$ cat config.mk
export PLATFORM = sky130hd
export DESIGN_NAME = fizzbuzz_gen
export DESIGN_NICKNAME = d
export VERILOG_FILES = /design/src/rtl/fizzbuzz_pkg.sv /design/src/rtl/mod_counter.sv /design/src/rtl/fizzbuzz_gen.sv
export SDC_FILE = /design/constraint.sdc
export NUM_CORES = 1
export LEC_CHECK = 0
export BUFFER_PORTS_ARGS = -buffer_cell sky130_fd_sc_hd__buf_2
export CAP_MARGIN = 20
export CORE_MARGIN = 10
export CORE_UTILIZATION = 30
export DETAILED_ROUTE_END_ITERATION = 8
export HOLD_SLACK_MARGIN = 0.08
export SLEW_MARGIN = 20
export SYNTH_ARGS = -nofsm -noshare
export SYNTH_HDL_FRONTEND = slang
export SYNTH_HIERARCHICAL = 1
export SYNTH_SLANG_ARGS = --single-unit
export TNS_END_PERCENT = 30
$ cat constraint.sdc
create_clock -name clk -period 2.3 [get_ports clk]
set_input_delay 0.345 -clock clk [delete_from_list [all_inputs] [get_ports clk]]
set_output_delay 0.345 -clock clk [all_outputs]
set_load 0.02 [all_outputs]
$ cat src/rtl/fizzbuzz_pkg.sv
// Shared types and elaboration helpers for the FizzBuzz stream generator.
package fizzbuzz_pkg;

  typedef enum logic [1:0] {
    S_IDLE = 2'd0,
    S_RUN  = 2'd1,
    S_DONE = 2'd2
  } state_e;

  typedef enum logic [1:0] {
    KIND_NUM      = 2'd0,
    KIND_FIZZ     = 2'd1,
    KIND_BUZZ     = 2'd2,
    KIND_FIZZBUZZ = 2'd3
  } kind_e;

  // Bits needed to hold a residue 0..m-1 (at least one bit).
  function automatic int unsigned res_width(input int unsigned m);
    return (m > 2) ? $clog2(m) : 1;
  endfunction

  // Parameter legality: divisors >= 2, LIMIT >= 1 and representable in WIDTH bits.
  function automatic bit params_ok(input int unsigned width, input int unsigned fizz,
                                   input int unsigned buzz, input int unsigned limit);
    return (width >= 1) && (width <= 32) && (fizz >= 2) && (buzz >= 2) && (limit >= 1) &&
           (64'(limit) < (64'd1 << width));
  endfunction

endpackage

$ cat src/rtl/mod_counter.sv
// Residue counter modulo MOD: loads INIT, increments with wrap from MOD-1 to 0.
module mod_counter
  import fizzbuzz_pkg::*;
#(
  parameter int unsigned MOD  = 3,
  parameter int unsigned INIT = 1
) (
  input  logic                      clk,
  input  logic                      rst,
  input  logic                      load,
  input  logic                      inc,
  output logic [res_width(MOD)-1:0] res
);

  localparam int unsigned RW = res_width(MOD);

  logic [RW-1:0] r_res;

  always_ff @(posedge clk) begin
    if (rst || load) begin
      r_res <= RW'(INIT);
    end else if (inc) begin
      r_res <= (r_res == RW'(MOD - 1)) ? '0 : r_res + RW'(1);
    end
  end

  assign res = r_res;

endmodule

$ cat src/rtl/fizzbuzz_gen.sv
// FizzBuzz sequencer: streams 1..LIMIT over valid/ready, classified via residue counters.
module fizzbuzz_gen
  import fizzbuzz_pkg::*;
#(
  parameter int unsigned WIDTH = 8,
  parameter int unsigned FIZZ  = 3,
  parameter int unsigned BUZZ  = 5,
  parameter int unsigned LIMIT = 100
) (
  input  logic             clk,
  input  logic             rst,
  input  logic             start,
  input  logic             abort,
  input  logic             out_ready,
  output logic             out_valid,
  output logic [WIDTH-1:0] out_value,
  output logic [1:0]       out_kind,
  output logic             out_last,
  output logic             busy,
  output logic             done
);

  localparam int unsigned FW = res_width(FIZZ);
  localparam int unsigned BW = res_width(BUZZ);

  if (!params_ok(WIDTH, FIZZ, BUZZ, LIMIT)) begin : g_bad_params
    $error("fizzbuzz_gen: illegal parameter combination");
  end

  state_e           r_state;
  state_e           w_state_nxt;
  logic [WIDTH-1:0] r_value;
  logic [WIDTH-1:0] w_value_nxt;
  logic             r_valid;
  logic             r_last;
  logic             r_busy;
  logic             r_done;
  logic             w_load;
  logic             w_inc;
  logic             w_hs;
  logic [FW-1:0]    w_fizz_res;
  logic [BW-1:0]    w_buzz_res;

  assign w_hs = r_valid & out_ready;

  always_ff @(posedge clk) begin
    if (rst) begin
      r_state <= S_IDLE;
    end else begin
      r_state <= w_state_nxt;
    end
  end

  always_comb begin
    w_state_nxt = r_state;
    w_value_nxt = r_value;
    w_load      = 1'b0;
    w_inc       = 1'b0;
    case (r_state)
      S_IDLE: begin
        if (start && !abort) begin
          w_state_nxt = S_RUN;
          w_value_nxt = WIDTH'(1);
          w_load      = 1'b1;
        end
      end
      S_RUN: begin
        // Abort wins over advancing; a coincident handshake is simply the final beat.
        if (abort) begin
          w_state_nxt = S_IDLE;
        end else if (w_hs) begin
          if (r_value == WIDTH'(LIMIT)) begin
            w_state_nxt = S_DONE;
          end else begin
            w_value_nxt = r_value + WIDTH'(1);
            w_inc       = 1'b1;
          end
        end
      end
      S_DONE:  w_state_nxt = S_IDLE;
      default: w_state_nxt = S_IDLE;
    endcase
  end

  // Output registers track the next state so they line up with r_state.
  always_ff @(posedge clk) begin
    if (rst) begin
      r_value <= '0;
      r_valid <= 1'b0;
      r_last  <= 1'b0;
      r_busy  <= 1'b0;
      r_done  <= 1'b0;
    end else begin
      r_value <= w_value_nxt;
      r_valid <= (w_state_nxt == S_RUN);
      r_last  <= (w_value_nxt == WIDTH'(LIMIT));
      r_busy  <= (w_state_nxt != S_IDLE);
      r_done  <= (w_state_nxt == S_DONE);
    end
  end

  mod_counter #(
    .MOD  (FIZZ),
    .INIT (1 % FIZZ)
  ) u_fizz_cnt (
    .clk  (clk),
    .rst  (rst),
    .load (w_load),
    .inc  (w_inc),
    .res  (w_fizz_res)
  );

  mod_counter #(
    .MOD  (BUZZ),
    .INIT (1 % BUZZ)
  ) u_buzz_cnt (
    .clk  (clk),
    .rst  (rst),
    .load (w_load),
    .inc  (w_inc),
    .res  (w_buzz_res)
  );

  // Kind only meaningful with a beat present; forced to number otherwise.
  assign out_kind  = r_valid ? {(w_buzz_res == '0), (w_fizz_res == '0)} : KIND_NUM;
  assign out_valid = r_valid;
  assign out_value = r_value;
  assign out_last  = r_last;
  assign busy      = r_busy;
  assign done      = r_done;

endmodule

==> metrics.csv <==
stage;metric;value;unit
grt;grt_pass1_vias;982;
run_status;outcome;finished, final reports clean;
worst_setup_path;cp-end-kind;flip-flop;
floorplanning;ios;19;
sta;hold_viol_final;0;
synthesis;yosysUniqueCellTypes;41;
placed_design;io_buffers;18;
floorplanning;initial_core_util;0.313;
floorplanning;die_x;79.5;µm
clock_tree;cts_made_buffers;3;
sta;whs;0.385;ns
flow_run;max_cap_viol_count;0;
synthesis;syn-cell-area;0.00106;mm²
clock_tree;post-cts-setup-buffers;0;
route;route.detailed.drc;0;
route;wire_per_inst;14.1;µm
placed_design;place_hpwl;2.08;mm
layout;fillers;378;
sta;rsz0062_at_grt;false;
clock_tree;clk_latency;0.30;ns
route;dr.pass1.iters;4;
worst_hold_path;hold_class;in2reg;
worst_setup_path;r2r-start;out_value[0];
layout;diodes;0;
sta;skew;0.00388;ns
clock_tree;clkSinkCount;19;
grt;grt_first_pass_wirelength;4.64;mm
layout;multi_input_area;651;µm²
grt;grt_usage;0.0889;
route;drt_iter0_markers;60;
layout;synthToLayoutAreaGrowth;19.2;%
layout;drive_gt1_frac;0.225;
synthesis;synth_cells;117;
clock_tree;ctsHoldBuffers;0;
sta;worst_pin_slew;0.375;ns
worst_setup_path;crit_path_start;out_value[0];
floorplanning;dieArea;0.00632;mm²
pwr;powerDensity;446;mW/mm²
route;avgViaCountPerCell;5.20;
synthesis;async_flop_share;0;
sta;final.setup.tns;0;ns
layout;finish.utilization;0.373;
pwr;p_leak;0.507;nW
worst_setup_path;cp-start-kind;flip-flop;
grt;overflow;0;
worst_setup_path;cp.required;2.48;ns
placed_design;place_congestion;0.852;
worst_setup_path;cp_max_fo;9;
sta;fin_crit;2.04;ns
clock_tree;cts_max_level;1;
route;routed_wl;2.66;mm
clock_tree;cts_tree;done;
layout;nNetsFinal;152;
synthesis;avgSynthCellArea;9.07;µm²
synthesis;yosys_warnings;6;
route;ant_nets;0;
route;dr_total_vias;977;
synthesis;synth_nets;126;
grt;antenna_found_initial;0;
layout;regArea;380;µm²
sta;final-setup-viol-count;0;
clock_tree;clockBufferDepth;2;
worst_setup_path;critPathKind;reg2reg;
clock_tree;cts.clk_slew.worst_paths;0.11;ns
clock_tree;clockRootBuffer;clkbuf_4;
clock_tree;cts_resized;0;
worst_setup_path;cp.arrival;2.22;ns
pwr;vdd_drop_max;0.000238;V
synthesis;synth_edf_count;0;
sta;period_share;0.886;
sta;fmax;0.491;GHz
sta;maxSlewHeadroom;0.749;
floorplanning;core_region_area;0.00339;mm²
worst_hold_path;hold_path.startpoint;rst;
synthesis;yosysSeqAreaShare;0.358;
grt;grt_max_degree;15;
floorplanning;die_h;79.5;µm
synthesis;synthFlopType;dfxtp_1;
synthesis;ys_ff_latch;19;
floorplanning;rows;21;
sta;final_max_slew_viol_count;0;
registers in the layout, summed over array words and instances, names as in the netlist:
name and cells:
out_value 8, u_buzz_cnt/res 3, r_state 2, u_fizz_cnt/res 2, busy 1, done 1, out_last 1, out_valid 1
area by class of cell:
class	instances	share of cell area
repair buffers	23	0.101
clock buffers	4	0.0208
flip-flops and latches	19	0.301
inverters	6	0.0178
well taps	46	0.0455
multi-input cells	90	0.514
kinds of logic after synthesis:
kind of cell | synth area share
AO/OA/AOI/OAI | 0.160
flip-flops | 0.358
adder cells (fa/ha/maj) | 0.0472
multiplexers | 0.0389
buffers and inverters | 0.0283
AND/OR/NAND/NOR | 0.367
cells in the final DEF (no fill, tap or decap), types with 2 or more instances in the layout:
cell type and count:
o211a_1 2, a211oi_1 3, nand2b_1 3, buf_4 5, nand4_1 3, mux2i_1 3
dfxtp_1 19, clkbuf_4 3, nand3_1 4, nor3b_1 2, nor2b_1 6, nand2_1 7
nand3b_1 5, nor4_1 4, ha_1 4, buf_2 18, and2_1 2, and3_1 2
nor4b_1 2, nor3_1 4, nor2_1 13, inv_1 6, o311a_1 2
cells in the mapped netlist, types with 2 or more instances:
| library cell | instances | share of area |
|---|---|---|
| nor2_1 | 13 | 0.046 |
| nand2b_1 | 3 | 0.018 |
| nor4_1 | 4 | 0.024 |
| nand4_1 | 3 | 0.018 |
| and2_1 | 2 | 0.012 |
| and3_1 | 2 | 0.012 |
| ha_1 | 4 | 0.047 |
| nor3b_1 | 2 | 0.014 |
| a211oi_1 | 3 | 0.021 |
| mux2i_1 | 3 | 0.028 |
| inv_1 | 6 | 0.021 |
| nand3b_1 | 5 | 0.035 |
| o311a_1 | 2 | 0.019 |
| nor4b_1 | 2 | 0.017 |
| o211a_1 | 2 | 0.019 |
| dfxtp_1 | 19 | 0.36 |
| nor3_1 | 4 | 0.019 |
| nor2b_1 | 6 | 0.035 |
| nand3_1 | 4 | 0.019 |
| nand2_1 | 7 | 0.025 |
routing by layer:
| metal | GRT usage | up-vias | wire length, µm | part of all wire |
|---|---|---|---|---|
| met5 | 0 | - | 0 | 0 |
| met4 | 0.0161 | 0 | 21 | 0.0079 |
| met3 | 0.0405 | 4 | 230 | 0.087 |
| met2 | 0.142 | 36 | 1220 | 0.46 |
| met1 | 0.107 | 442 | 1180 | 0.45 |
| li1 | - | 495 | - | - |
worst paths after layout:
kind | endpoint | slack (ns) | depth (start not counted)
setup / recovery | u_fizz_cnt/res[0] | 0.26 | 7
hold / removal | out_value[4] | 0.38 | 2
setup reg to reg | u_fizz_cnt/res[0] | 0.26 | 7
hold reg to reg | u_fizz_cnt/res[1] | 0.52 | 2
power by group:
group | leakage, nW | total [mW] | switching [mW] | internal, mW
sequential | 0.154 | 0.339 | 0.00558 | 0.333
combinational | 0.338 | 0.0515 | 0.0322 | 0.0193
clock | 0.0150 | 0.175 | 0.107 | 0.0676
total | 0.507 | 0.565 | 0.145 | 0.420
critical path, stage by stage, from the launching register on:
cell and delay [ns]:
dfxtp_1 0.41, inv_1 0.15, ha_1 0.17, nand4bb_1 0.17, nor3_4 0.24, nor2_1 0.14
nor3b_1 0.16, or4_1 0.47
through the flow:
stage	power (mW)	instances	setup WS, ns	area, µm²
floorplan	0.377	117	0.120	1060
CTS	0.569	188	0.245	1260
detailed placement	0.397	184	0.276	1240
finish	0.565	188	0.261	1260
global placement	0.397	184	0.299	1240
global route	0.592	188	0.0562	1260
Note: power is estimated with default switching activity, not from simulation.
